===== config.mk =====
export PLATFORM = sky130hd
export DESIGN_NAME = regfile_sb
export DESIGN_NICKNAME = d
export VERILOG_FILES = /design/src/rtl/regfile_sb.sv
export SDC_FILE = /design/constraint.sdc
export NUM_CORES = 1
export LEC_CHECK = 0
export ABC_CLOCK_PERIOD_IN_PS = 2450
export CAP_MARGIN = 20
export CELL_PAD_IN_SITES_DETAIL_PLACEMENT = 1
export CELL_PAD_IN_SITES_GLOBAL_PLACEMENT = 1
export CORE_MARGIN = 4
export CORE_UTILIZATION = 34
export DETAILED_ROUTE_END_ITERATION = 16
export GPL_TIMING_DRIVEN = 1
export HOLD_SLACK_MARGIN = 0.1
export PLACE_DENSITY_LB_ADDON = 0.1
export SYNTH_ARGS = -nofsm -noshare
export SYNTH_HDL_FRONTEND = slang
export SYNTH_SLANG_ARGS = --single-unit
export TNS_END_PERCENT = 10

===== constraint.sdc =====
create_clock -name clk -period 2.45 [get_ports clk]
set_clock_uncertainty 0.05 [all_clocks]
set_input_delay 0.245 -clock clk [delete_from_list [all_inputs] [get_ports clk]]
set_output_delay 0.245 -clock clk [all_outputs]
set_load 0.02 [all_outputs]

===== src/rtl/regfile_sb.sv =====
// -----------------------------------------------------------------------------
// regfile_sb -- parametrised register file with a per-register busy scoreboard.
//
// Two combinational read ports, one synchronous write port, an optional
// same-cycle write-to-read bypass and an optional hardwired-zero register 0.
// Decode sets a register's busy flag with MARK when it issues a producer;
// writeback clears it with the WE3 write that delivers the result.
//
// Parameters
//   DATA_W   register width in bits
//   ADDR_W   address width, depth = 2**ADDR_W
//   BYPASS   1 = a same-cycle write is forwarded to a matching read port
//   ZERO_REG 1 = register 0 reads 0, ignores writes and is never busy
//
// Ports
//   clk            rising-edge clock for all state
//   reset          synchronous, active-high; drops same-cycle WE3 / MARK
//   A1, A2         read addresses
//   RD1, RD2       read data (combinational)
//   BUSY1, BUSY2   register at A1 / A2 has a pending producer
//   WE3, A3, WD3   write enable, address, data
//   MARK, MA       set the busy flag of register MA
//   ANY_BUSY       OR of all registered busy flags (bypass does not affect it)
// -----------------------------------------------------------------------------
module regfile_sb #(
    parameter int DATA_W   = 8,
    parameter int ADDR_W   = 3,
    parameter int BYPASS   = 1,
    parameter int ZERO_REG = 0
) (
    input  logic              clk,
    input  logic              reset,
    input  logic [ADDR_W-1:0] A1,
    input  logic [ADDR_W-1:0] A2,
    output logic [DATA_W-1:0] RD1,
    output logic [DATA_W-1:0] RD2,
    output logic              BUSY1,
    output logic              BUSY2,
    input  logic              WE3,
    input  logic [ADDR_W-1:0] A3,
    input  logic [DATA_W-1:0] WD3,
    input  logic              MARK,
    input  logic [ADDR_W-1:0] MA,
    output logic              ANY_BUSY
);

    localparam int DEPTH = 1 << ADDR_W;

    logic [DATA_W-1:0] r_regs [DEPTH];
    logic [DEPTH-1:0]  r_busy;

    // Writes and marks aimed at a hardwired-zero register 0 are discarded.
    wire w_zero_en  = (ZERO_REG != 0);
    wire w_we_ok    = WE3  && !(w_zero_en && (A3 == '0));
    wire w_mark_ok  = MARK && !(w_zero_en && (MA == '0));
    wire w_bypass_en = (BYPASS != 0);

    // NOTE: the array is reset entry by entry because every register must read
    // 0 after reset; this keeps it in flops rather than a RAM macro.
    always_ff @(posedge clk) begin
        if (reset) begin
            for (int i = 0; i < DEPTH; i++) begin
                r_regs[i] <= '0;
            end
            r_busy <= '0;
        end else begin
            // NOTE: non-blocking assignments throughout; when WE3 and MARK hit
            // the same address the later MARK assignment wins, so the new
            // producer leaves the register busy.
            if (w_we_ok) begin
                r_regs[A3] <= WD3;
                r_busy[A3] <= 1'b0;
            end
            if (w_mark_ok) begin
                r_busy[MA] <= 1'b1;
            end
        end
    end

    // Read port 1. Bypass reports not-busy: the flag reflects the state after
    // the write, even if MARK targets the same register this cycle.
    always_comb begin
        // NOTE: defaults first so every path assigns both outputs (no latches).
        RD1   = r_regs[A1];
        BUSY1 = r_busy[A1];
        if (w_zero_en && (A1 == '0)) begin
            RD1   = '0;
            BUSY1 = 1'b0;
        end else if (w_bypass_en && WE3 && (A3 == A1)) begin
            RD1   = WD3;
            BUSY1 = 1'b0;
        end
    end

    // Read port 2, identical to port 1.
    always_comb begin
        RD2   = r_regs[A2];
        BUSY2 = r_busy[A2];
        if (w_zero_en && (A2 == '0)) begin
            RD2   = '0;
            BUSY2 = 1'b0;
        end else if (w_bypass_en && WE3 && (A3 == A2)) begin
            RD2   = WD3;
            BUSY2 = 1'b0;
        end
    end

    assign ANY_BUSY = |r_busy;

endmodule


==> impl_results.md <==
- R2R cell count: 1
- First-pass GRT wire length: 18200 um
- Worst Setup Path Type: in2out
- Pwr/cell area: 588 nW/um^2
- Total clock sinks: 72
- Placer Congestion: 0.745
- Worst path bufs/invs: 3
- Unrepaired setup endpoints after global routing: yes
- Required @ worst endpoint: 2.15 ns
- Remaining antenna violation count: 0
- Hold Path Class: reg2reg
- Mapped Cells: 289
- Worst slew margin: 73.9%
- Root Buffer: clkbuf_16
- Status: complete, no violations
- DP HPWL: 8170 um
- Final worst-path cycle share: 98.8%
- Met1 Track Usage GR: 25.0%
- DR pass1 iterations: 6
- Total Neg Setup Slack: 0 ns
- Type of origin of the critical path: primary input
- Top delay family on crit path: buffers and inverters
- Synthesized flop and latch total: 72
- DR vias: 2777
- Peak supply drop: 0.306 mV
- Grt total ovfl: 0
- Crit end category: output port
- Die Height: 120 um
- Fmax achieved: 413 MHz
- Starting Density: 35.2%
- ANT cells: 0
- Total Power: 3.25 mW
- M3 GR Usage: 2.99%
- Post-route minimum period: 2.42 ns
- Hold-critical path depth: 2
- Synth cell types: 30
- Final setup fails: 0
- Hold bufs inserted after CTS: 0
- Slowest stage cell, crit path: clkdlybuf4s50_1
- Total routing usage reported by global routing: 17.8%
- Die area: 14400 um^2
- Initial DRC Count: 206
- Largest cells by area after synthesis: edfxtp_1 45%, mux4_1 10%, mux4_2 10%
- CTS tree: yes
- Num CTS Buffers: 9
- # IOs: 43
- Register area share after synthesis: 48.7%
- Final #Nets: 400
- DRC violations left: 0
- Levels on crit path: 6
- Site row count: 40
- Dpl cells: 526
- Worst Path Arrival: 2.13 ns
- CTS H-tree lvls: 3
- Synthesis-to-finish area growth: 29.1%
- Reg clk slew, reported paths: 0.05 ns
- PortBufs: 42
- CP max stage delay: 0.70 ns
- Vias/cell: 5.06
- Crit Path Max Fanout: 5
- Post-Synthesis Cell Area: 4280 um^2
- Synthesized area per cell: 14.8 um^2
- M2 GR Usage: 28.7%
- Max-Cap Viols: 0
- WL/cell: 22.4 um
- Clock Tree Buf Depth: 2
- Horiz. Die Dim: 120 um
- Syn nets: 313
- Fraction of layout cells with a size suffix above 1: 33.3%
- Core area: 12200 um^2
- Top cell type's share of synthesized area: 44.9%
- Final Max Slew Viols: 0
- Largest net degree at the start of global routing: 20
- Most used routing layer: met2
- YS warnings: 0
- Clock latency on the worst-skew pair: 0.33 ns
- Crit-path cells: clkdlybuf4s50_1, xnor2_1, nand4_2, buf_4, mux2_4, dlygate4sd2_1
- Static Leakage: 2.12 nW
- Number of global-route vias before repair: 2900
- Final wirelength: 12300 um
- Initial antenna violation count: 0
- Synth area leader: edfxtp_1
- Post-Layout Cell Count: 549
- Slew @ Worst Pin: 0.392 ns
- Final Hold Viols: 0
[per-layer routing]
metal / vias to the layer above / part of all wire, %
li1: 1294 / -
met1: 1414 / 47
met2: 57 / 48
met3: 12 / 3.8
met4: 0 / 1.1
met5: - / 0
[cell type report]
class                           instances  area (um^2)
Timing Repair Buffer                   91          901
Clock buffer                           12          236
Multi-Input combinational cell        192         2040
Inverter                               10         37.5
Sequential cell                        72         2080
Clock inverter                          4         21.3
Fill cell                            1253         6640
Tap cell                              168          210
[tightest hold or removal path, stage by stage (launching register included)]
cell and delay [ns]:
dfxtp_1 0.33, inv_1 0.06, o21ai_1 0.05
[stage by stage]
step | setup slack (ns) | util, % | hold slack [ns] | area (um^2)
after floorplan | 0.495 | - | 0.332 | 4280
after global placement | -0.463 | 42.6 | 0.427 | 5180
after detailed placement | -0.492 | 42.6 | 0.430 | 5180
after CTS | -0.0506 | 45.3 | 0.440 | 5500
after global routing | -0.0438 | 45.4 | 0.462 | 5530
final | 0.0293 | 45.4 | 0.438 | 5530
[synth_stat cells (all sizes together)]
library cell,number
and2,67
nand2b,2
mux2,34
nand3b,1
xnor2,6
nor3,3
o21ai,7
buf,7
inv,10
nand4,2
or3b,1
nor2b,4
nand3,5
edfxtp,64
a31o,3
a21o,2
a32o,1
clkbuf,8
o21bai,2
nand2,5
dfxtp,8
nor2,8
mux4,36
nor4,2
a31oi,1
[kinds of logic after synthesis]
kind of cell	count (synthesis)	synth area share (%)
simple gates	100	13.9
flops	72	48.7
mux	70	30.0
buf+inv	25	3.74
compound gates	16	2.51
xor+xnor	6	1.23
[cells in the final DEF, fill, tap and decap left out, drive strengths merged, types with 4 or more instances in the layout]
master / count
and2: 67
buf: 48
clkbuf: 19
clkdlybuf4s15: 7
clkdlybuf4s50: 22
dfxtp: 8
dlygate4sd2: 6
edfxtp: 64
inv: 10
mux2: 34
mux4: 36
nand2: 5
nand3: 5
nor2: 8
nor2b: 4
o21ai: 7
xnor2: 6
[repair_timing]
item                                    CTS  global route
hold endpoints to repair                  0             0
pin swaps                                 1             1
buffers inserted                          2             3
endpoints found under the setup margin   18            15
gates cloned                              2             0
resized for setup                        26            20
[worst paths after layout]
path	slack, ns	from	endpoint
max	0.03	A2[1]	RD2[1]
max reg2reg	1.76	r_busy[5]	r_busy[5]
min reg2reg	0.44	r_busy[2]	r_busy[2]
min	0.44	r_busy[2]	r_busy[2]
[registers in the layout, summed over array words and instances, names as in the netlist]
signal  cells
r_regs     64
r_busy      8
[power breakdown]
group          internal [mW]  switching [mW]  total [mW]  leakage (nW)
logic                  0.343           0.287       0.630          1.31
registers               1.42          0.0398        1.46         0.684
clock network          0.679           0.487        1.17         0.124
Power figures use the tool's default switching activity.
